`config.mk`:
```
export PLATFORM = sky130hd
export DESIGN_NAME = cycle_tracer
export DESIGN_NICKNAME = d
export VERILOG_FILES = /design/src/rtl/cycle_tracer_pkg.sv /design/src/rtl/cycle_tracer.sv
export SDC_FILE = /design/constraint.sdc
export NUM_CORES = 1
export LEC_CHECK = 0
export CAP_MARGIN = 30
export CORE_UTILIZATION = 45
export DETAILED_ROUTE_END_ITERATION = 6
export PLACE_DENSITY = 0.68
export SLEW_MARGIN = 20
export SYNTH_ARGS = -nofsm -noshare
export SYNTH_HDL_FRONTEND = slang
export SYNTH_SLANG_ARGS = --single-unit
```
`constraint.sdc`:
```
create_clock -name i_clk -period 1.8 [get_ports i_clk]
set_input_delay 0.36 -clock i_clk [delete_from_list [all_inputs] [get_ports i_clk]]
set_output_delay 0.36 -clock i_clk [all_outputs]
set_load 0.005 [all_outputs]
```
`src/rtl/cycle_tracer_pkg.sv`:
```
// Shared types and sizing constants for the arbitrage cycle tracer.
// Combinational only: no latency.
// No flow control: type and constant definitions only.
package cycle_tracer_pkg;

  // Width of a predecessor pointer field minus one; the node index is one bit wider.
  localparam int PRED_WIDTH    = 2;
  localparam int NODES_DEFAULT = 8;

  // Tracer FSM states, exported so debug/readback logic can decode them.
  typedef enum logic [2:0] {
    TR_IDLE     = 3'd0,
    TR_WALK     = 3'd1,
    TR_EMIT_REQ = 3'd2,
    TR_EMIT     = 3'd3,
    TR_DONE     = 3'd4
  } tracer_state_t;

endpackage

```
`src/rtl/cycle_tracer.sv`:
```
// Walks the predecessor memory into the negative cycle, then streams the cycle as node beats.
// Latency: first beat 2*NODES+1 clocks after start; 3 clocks per further beat plus stall time.
// Backpressure: cyc_valid/cyc_ready; beat held stable while not accepted, no predecessor read until accepted.
module cycle_tracer
  import cycle_tracer_pkg::*;
#(
  parameter int NODES = NODES_DEFAULT,
  parameter int IDX_W = PRED_WIDTH + 1
) (
  input  logic             i_clk,
  input  logic             i_reset,
  input  logic             i_start,
  input  logic [IDX_W-1:0] i_start_node,
  output logic [IDX_W-1:0] o_pred_rd_addr,
  input  logic [IDX_W-1:0] i_pred_rd_data,
  input  logic             i_pred_rd_none,
  output logic             o_cyc_valid,
  input  logic             i_cyc_ready,
  output logic [IDX_W-1:0] o_cyc_node,
  output logic             o_cyc_last,
  output logic             o_busy,
  output logic             o_done,
  output logic             o_no_cycle
);

  localparam int STEP_W = $clog2(NODES + 1);
  localparam int BEAT_W = $clog2(NODES + 2);
  localparam logic [STEP_W-1:0] STEP_LAST  = STEP_W'(NODES);
  // A non-head node arriving once this many beats are out could only close past NODES+1 beats.
  localparam logic [BEAT_W-1:0] BEAT_LIMIT = BEAT_W'(NODES);

  tracer_state_t     r_state,     w_state_nxt;
  logic              r_phase,     w_phase_nxt;   // 0: address cycle, 1: data cycle
  logic [STEP_W-1:0] r_step,      w_step_nxt;
  logic [BEAT_W-1:0] r_beat,      w_beat_nxt;
  logic [IDX_W-1:0]  r_head,      w_head_nxt;
  logic [IDX_W-1:0]  r_addr,      w_addr_nxt;
  logic              r_cyc_vld,   w_cyc_vld_nxt;
  logic [IDX_W-1:0]  r_cyc_node,  w_cyc_node_nxt;
  logic              r_cyc_last,  w_cyc_last_nxt;
  logic              r_no_cycle,  w_no_cycle_nxt;

  // State and datapath registers; reset abandons any trace in flight.
  always_ff @(posedge i_clk or negedge i_reset) begin
    if (!i_reset) begin
      r_state    <= TR_IDLE;
      r_phase    <= 1'b0;
      r_step     <= '0;
      r_beat     <= '0;
      r_head     <= '0;
      r_addr     <= '0;
      r_cyc_vld  <= 1'b0;
      r_cyc_node <= '0;
      r_cyc_last <= 1'b0;
      r_no_cycle <= 1'b0;
    end else begin
      r_state    <= w_state_nxt;
      r_phase    <= w_phase_nxt;
      r_step     <= w_step_nxt;
      r_beat     <= w_beat_nxt;
      r_head     <= w_head_nxt;
      r_addr     <= w_addr_nxt;
      r_cyc_vld  <= w_cyc_vld_nxt;
      r_cyc_node <= w_cyc_node_nxt;
      r_cyc_last <= w_cyc_last_nxt;
      r_no_cycle <= w_no_cycle_nxt;
    end
  end

  // Next-state and next-register logic for the walk and emit phases.
  always_comb begin
    w_state_nxt    = r_state;
    w_phase_nxt    = r_phase;
    w_step_nxt     = r_step;
    w_beat_nxt     = r_beat;
    w_head_nxt     = r_head;
    w_addr_nxt     = r_addr;
    w_cyc_vld_nxt  = r_cyc_vld;
    w_cyc_node_nxt = r_cyc_node;
    w_cyc_last_nxt = r_cyc_last;
    w_no_cycle_nxt = r_no_cycle;

    case (r_state)
      TR_IDLE: begin
        if (i_start) begin
          w_addr_nxt     = i_start_node;
          w_step_nxt     = '0;
          w_phase_nxt    = 1'b0;
          w_no_cycle_nxt = 1'b0;
          w_state_nxt    = TR_WALK;
        end
      end

      TR_WALK: begin
        if (!r_phase) begin
          // After NODES backward steps the current node must sit on the cycle.
          if (r_step == STEP_LAST) begin
            w_head_nxt     = r_addr;
            w_cyc_node_nxt = r_addr;
            w_cyc_last_nxt = 1'b0;
            w_cyc_vld_nxt  = 1'b1;
            w_beat_nxt     = BEAT_W'(1);
            w_state_nxt    = TR_EMIT;
          end else begin
            w_phase_nxt = 1'b1;
          end
        end else begin
          w_phase_nxt = 1'b0;
          if (i_pred_rd_none) begin
            w_no_cycle_nxt = 1'b1;
            w_state_nxt    = TR_DONE;
          end else begin
            w_addr_nxt = i_pred_rd_data;
            w_step_nxt = r_step + STEP_W'(1);
          end
        end
      end

      TR_EMIT: begin
        if (i_cyc_ready) begin
          w_cyc_vld_nxt = 1'b0;
          if (r_cyc_last) begin
            w_cyc_last_nxt = 1'b0;
            w_no_cycle_nxt = 1'b0;
            w_state_nxt    = TR_DONE;
          end else begin
            w_addr_nxt  = r_cyc_node;
            w_phase_nxt = 1'b0;
            w_state_nxt = TR_EMIT_REQ;
          end
        end
      end

      TR_EMIT_REQ: begin
        if (!r_phase) begin
          w_phase_nxt = 1'b1;
        end else begin
          w_phase_nxt = 1'b0;
          // Abort on a broken chain or a walk that cannot close within NODES+1 beats.
          if (i_pred_rd_none ||
              ((i_pred_rd_data != r_head) && (r_beat >= BEAT_LIMIT))) begin
            w_no_cycle_nxt = 1'b1;
            w_state_nxt    = TR_DONE;
          end else begin
            w_cyc_node_nxt = i_pred_rd_data;
            w_cyc_last_nxt = (i_pred_rd_data == r_head);
            w_cyc_vld_nxt  = 1'b1;
            w_beat_nxt     = r_beat + BEAT_W'(1);
            w_state_nxt    = TR_EMIT;
          end
        end
      end

      TR_DONE: begin
        // no_cycle is only meaningful alongside done; clear it on the way out.
        w_no_cycle_nxt = 1'b0;
        w_state_nxt    = TR_IDLE;
      end

      default: begin
        w_state_nxt = TR_IDLE;
      end
    endcase
  end

  assign o_pred_rd_addr = r_addr;
  assign o_cyc_valid    = r_cyc_vld;
  assign o_cyc_node     = r_cyc_node;
  assign o_cyc_last     = r_cyc_last;
  assign o_no_cycle     = r_no_cycle;
  assign o_busy         = (r_state != TR_IDLE);
  assign o_done         = (r_state == TR_DONE);

endmodule

```
Word-level counts from Yosys, hierarchy flattened
Index checks and enable logic that the tools add are counted.

storage, ports and cells
  output and inout port bits = 11
  flip-flop bits (word level) = 24
  bits of input ports = 11

operators by class
  bitwise logic cells = 1
  equal/unequal tests = 21
  magnitude comparators = 1
  reductions and logical operators = 18
  add/sub/neg operators = 2
  muxes and demuxes = 54

operator list
  cell                 number
  $mux 3               17
  $mux 4               7
  $ne 2x2->1 const B   12
  $mux 1               21
  $pmux 4 s2           2
  $pmux 3 s4           1
  $reduce_and 6->1     2
  $reduce_and 5->1     2
  $pmux 3 s3           1
  $reduce_bool 3->1    3
  $add 4x1->4 const B  2
  $reduce_and 4->1     2
  $reduce_and 8->1     1
  $eq 3x2->1 const B   2
  $ne 3x3->1 const B   2
  $pmux 1 s3           2
  $pmux 3 s2           1
  $pmux 1 s5           1
  $reduce_bool 5->1    1
  $eq 4x4->1 const B   1
  $ge 4x4->1 const B   1
  $pmux 1 s4           1
  $reduce_bool 2->1    2
  $reduce_bool 4->1    1
  9 further kinds      9

Logic depth before layout (Yosys ltp)
  word-level depth = 6
  gate-level depth with buffers = 7
  depth with buffers taken out = 6

Worst setup path before layout
Ideal clock, no wire load.

  path kind = flip-flop to flip-flop
  from = reg r_state[2]
  to = reg r_cyc_node[0], in the netlist o_cyc_node[0]
  path slack = 0.113 ns
  setup time = 0.127 ns
  cell stages (with the launch flop) = 8
  required time = 1.673 ns
  arrival = 1.560 ns
  cells stage by stage = dfrtp_1 -> nand2b_4 -> or2_1 -> buf_2 -> or3_1 -> buf_2 -> o22ai_2 -> a21oi_1

on the way
  longest elaborated chain between the ends = 3
  elaborated cells on any way between the ends = 9
  classes of those cells = eq/ne (6); mux (1); reduce/logical (2)

ends and longest elaborated chain
  item                                                                     line                RTL
  start, declared                                                          cycle_tracer.sv:32  tracer_state_t r_state, w_state_nxt;
  start signal, assigned                                                   cycle_tracer.sv:57  r_state <= w_state_nxt;
  $eq 3x2->1 / $eq 3x1->1 (equally long branches)                          cycle_tracer.sv:83  case (r_state)
  $ne 2x2->1 (no source line) / $reduce_bool 2->1 (equally long branches)  -
  $reduce_and 5->1 (no source line)                                        -
  end signal, assigned                                                     cycle_tracer.sv:64  r_cyc_node <= w_cyc_node_nxt;
  end, declared                                                            cycle_tracer.sv:39  logic [IDX_W-1:0] r_cyc_node, w_cyc_node_nxt;

Several ways; a longest one is shown, not always the timed one.
A chain may end at the register's enable or synchronous reset.

Worst setup path in the final report
  from = reg r_state[1]
  to = reg r_addr[0], in the netlist o_pred_rd_addr[0]

on the way
  longest elaborated chain between the ends = 3
  elaborated cells on any way between the ends = 11
  classes of those cells = eq/ne (7); mux (1); reduce/logical (3)

ends and longest elaborated chain
  item                                                                     line                RTL
  $eq 3x1->1 (tied with other cells)                                       cycle_tracer.sv:83
  $ne 2x2->1 (no source line) / $reduce_bool 3->1 (equally long branches)  -
  $reduce_and 6->1 (no source line)                                        -
  end signal, assigned                                                     cycle_tracer.sv:62  r_addr <= w_addr_nxt;
  end, declared                                                            cycle_tracer.sv:37  logic [IDX_W-1:0] r_addr, w_addr_nxt;

Several ways; a longest one is shown, not always the timed one.

==> results.md <==
* Power density over cell area at 1670 mW/mm^2
* H-tree lvl count at 1
* Largest net degree at the start of global routing at 25
* Clock skew at 0.00160 ns
* Hold Slack at 0.376 ns
* R2R Setup Slk at 0.03 ns
* Starting utilization of the core area at 0.475
* Synth area leaders: sky130_fd_sc_hd__dfrtp_1 (41%), sky130_fd_sc_hd__nand2_1 (5.1%), sky130_fd_sc_hd__o21ai_0 (5.1%)
* Library cell contributing the largest single delay on the critical path: sky130_fd_sc_hd__dfrtp_2
* Launching element of the worst setup path: r_state[1]$_DFFE_PN0P_
* RePlAce Congestion at 0.873
* Synth Register Bits at 24
* Routed wirelength normalized by instance count at 15.3 microns
* Final setup violation count at 0
* Num CTS Buffers at 3
* First-pass GRT wire length at 6240 microns
* Root Buffer Master: sky130_fd_sc_hd__clkbuf_4
* Number of global-route vias before repair at 1385
* # rows at 20
* Count of antenna-violating nets left after detailed routing at 0
* Crit path arrival time at 2.00 ns
* Syn Nets at 179
* Largest fanout of any net on the critical path at 4
* Achievable frequency at 564 MHz
* Unrepaired setup endpoints after global routing: true
* Crit path cell chain: buf_6, or3_4, o21ai_2, nor2_2, o211ai_1, buf_4, mux2_4
* Number of antenna violations at the first check in global routing at 0
* Slew at the pin with the worst max-slew slack at 0.326 ns
* Leakage power total at 0.973 nW
* Library cell with the highest instance count after synthesis: sky130_fd_sc_hd__dfrtp_1
* Destination of the critical timing path: o_pred_rd_addr[0]$_DFFE_PN0P_
* CP peak stage delay at 0.44 ns
* Required time worst endpoint at 2.02 ns
* Period utilization at 0.984
* Number of port buffers at 21
* Max-cap violation count at 0
* Y dimension of the die at 59.0 microns
* Yosys top cell by area: sky130_fd_sc_hd__dfrtp_1
* Fraction of the yosys area taken by sequential cells at 0.411
* Most instantiated flip-flop cell in the synthesis netlist: sky130_fd_sc_hd__dfrtp_1
* Placeable core region at 0.00308 sq mm
* EDFF count, synth at 0
* DRC errors left at 0
* Hold Violations, Final at 0
* Fraction of post-synthesis cell area in the top cell type by area at 0.411
* NumNets Final at 240
* Cell Count Post-Placement at 253
* Worst slew margin at 0.783
* Detailed-routing iteration count for the pre-antenna-repair pass at 4
* Number of synthesis warnings at 0
* Design Area, Final at 0.00216 sq mm
* Reg2reg end: o_pred_rd_addr[0]$_DFFE_PN0P_
* DR iter-0 viols at 72
* Post-Layout Cell Count at 268
* Total number of vias at 1416
* Most instantiated cells after synthesis: sky130_fd_sc_hd__dfrtp_1 (24), sky130_fd_sc_hd__nand2_1 (20), sky130_fd_sc_hd__o21ai_0 (15), sky130_fd_sc_hd__nor2_1 (13), sky130_fd_sc_hd__inv_1 (9)
* Post-layout min period at 1.77 ns
* Number of pins exceeding their max-slew limit in the final report at 0
* Area after DPL at 0.00194 sq mm
* HPWL after detailed placement at 2850 microns
* Post-synth ARST share at 1.00
* Clock tree from TritonCTS: yes
* Synth Instances at 164
* Number of placed I/O pins at 22
* Worst-path clk slew at 0.13 ns
* Total number of clock tree sinks at 24
* Area of the mapped netlist at 0.00146 sq mm
* Total power at 3.60 mW
* Quantity of hold-fixing buffers added after cts at 0
* Antenna fix cells at 0
* Fraction of final layout cells sized beyond drive strength 1 at 0.344
* Signed area change from the synthesized netlist to the final layout at 47.5%
* Worst Setup End Kind: flop
* Fill cell total of the finished layout at 260
* Path type of the worst min-delay path: in -> async
* Worst IR Drop VDD at 0.000801 V
* Later-pin clock latency in the skew report at 0.32 ns
* Congestion Overflow GR at 0
* Type of the worst setup path: reg -> reg
* Die Span X at 59.0 microns
* Critical Path Start Type: flop
* Number of cell instances on the worst register-to-register path at 7
* Final wirelength at 4100 microns
* Outcome: finished clean
* Origin of the critical flop-to-flop path: r_state[1]$_DFFE_PN0P_
* Cell variety after synth at 39
* DIE AREA at 0.00348 sq mm
* Synth Area per Inst at 8.91 sq um
* Maximum number of buffers from clock root to sink at 2
* Core occupancy in the finished layout at 0.700
* Vias per Instance at 5.28
* Overall routing resource usage at 0.242
how the worst min path moves through the flow:
stage	end	depth (start not counted)
2_1_floorplan	o_cyc_last$_DFFE_PN0P_	0
3_3_place_gp	r_step[3]$_DFFE_PN0P_	1
3_5_place_dp	r_step[3]$_DFFE_PN0P_	1
4_1_cts	o_no_cycle$_DFFE_PN0P_	2
5_1_grt	r_step[2]$_DFFE_PN0P_	2
6_report	r_step[2]$_DFFE_PN0P_	2
stage by stage:
step / setup TNS (ns) / setup WS [ns]
4_1_cts: -0.00124 / -0.00124
2_1_floorplan: 0 / 0.113
5_1_grt: -0.143 / -0.0360
3_3_place_gp: -1.88 / -0.221
3_5_place_dp: -2.85 / -0.263
6_report: 0 / 0.0279
cell usage in the layout (no fill, tap or decap), types with 2 or more instances in the layout:
cell | netlist | layout
sky130_fd_sc_hd__mux2i_1 | 4 | 4
sky130_fd_sc_hd__or3_4 | 0 | 2
sky130_fd_sc_hd__nand2b_1 | 3 | 3
sky130_fd_sc_hd__mux2_2 | 6 | 3
sky130_fd_sc_hd__a21oi_1 | 8 | 7
sky130_fd_sc_hd__buf_4 | 0 | 38
sky130_fd_sc_hd__xnor2_1 | 4 | 4
sky130_fd_sc_hd__or2_4 | 0 | 2
sky130_fd_sc_hd__nor2_1 | 13 | 12
sky130_fd_sc_hd__a21o_1 | 2 | 2
sky130_fd_sc_hd__clkbuf_4 | 0 | 3
sky130_fd_sc_hd__nand3_1 | 5 | 5
sky130_fd_sc_hd__nor3b_2 | 1 | 4
sky130_fd_sc_hd__mux2_4 | 0 | 3
sky130_fd_sc_hd__clkdlybuf4s50_1 | 0 | 19
sky130_fd_sc_hd__o31ai_1 | 3 | 3
sky130_fd_sc_hd__nor2b_1 | 3 | 3
sky130_fd_sc_hd__nand2_1 | 20 | 20
sky130_fd_sc_hd__buf_6 | 0 | 4
sky130_fd_sc_hd__dfrtp_2 | 0 | 2
sky130_fd_sc_hd__o21ai_1 | 2 | 2
sky130_fd_sc_hd__nand3b_1 | 3 | 3
sky130_fd_sc_hd__o22ai_2 | 3 | 3
sky130_fd_sc_hd__dfrtp_1 | 24 | 22
sky130_fd_sc_hd__ha_1 | 4 | 4
sky130_fd_sc_hd__o21ai_0 | 15 | 14
sky130_fd_sc_hd__inv_1 | 9 | 9
layer usage:
layer / GRT usage / wire (microns) / vias up
met5: 0 / 0 / -
met4: 0.0850 / 42 / 0
met3: 0.0240 / 134 / 5
met2: 0.443 / 2250 / 31
met1: 0.294 / 1670 / 688
li1: - / - / 692
final cells by class:
type                            count  area [sq um]  share of cell area
Clock buffer                        4          36.3              0.0168
Tap cell                           44          55.1              0.0255
Sequential cell                    24           603               0.280
Timing Repair Buffer               65           559               0.259
Multi-Input combinational cell    122           868               0.403
Inverter                            9          33.8              0.0157
power breakdown:
part	switching (mW)	total, mW	leakage (nW)	internal (mW)
sequential	0.186	0.933	0.303	0.748
combinational	1.04	2.37	0.649	1.32
clock	0.170	0.294	0.0210	0.124
total	1.40	3.60	0.973	2.20
state kept, by name (all words and copies together), names as in the netlist:
register,count
o_cyc_last,1
o_cyc_node,3
o_cyc_valid,1
o_no_cycle,1
o_pred_rd_addr,3
r_beat,4
r_head,3
r_phase,1
r_state,3
r_step,4
cell families (layout without fill, tap and decap cells):
group,Yosys count,count (layout),synth area share
AOI/OAI and AO/OA,41,41,0.182
xor gates and xnor gates,4,4,0.0240
adders and majority gates,4,4,0.0342
buffers and inverters,18,78,0.0497
DFF,24,24,0.411
muxes,10,10,0.0736
and+or+nand+nor,63,63,0.226
worst max-delay path: cells and delay by family (launching register included):
family	cells	cell delay, ns
mux	1	0.31
compound gates	2	0.15
simple gates	2	0.45
flops	1	0.44
buf+inv	2	0.31
repair_timing:
item,4_1_cts,5_1_grt
pin swaps,4,4
resized for setup,13,18
endpoints found under the setup margin,13,15
setup buffers,7,3
cloned,0,1
No activity file was read; power rests on OpenSTA's default activity.
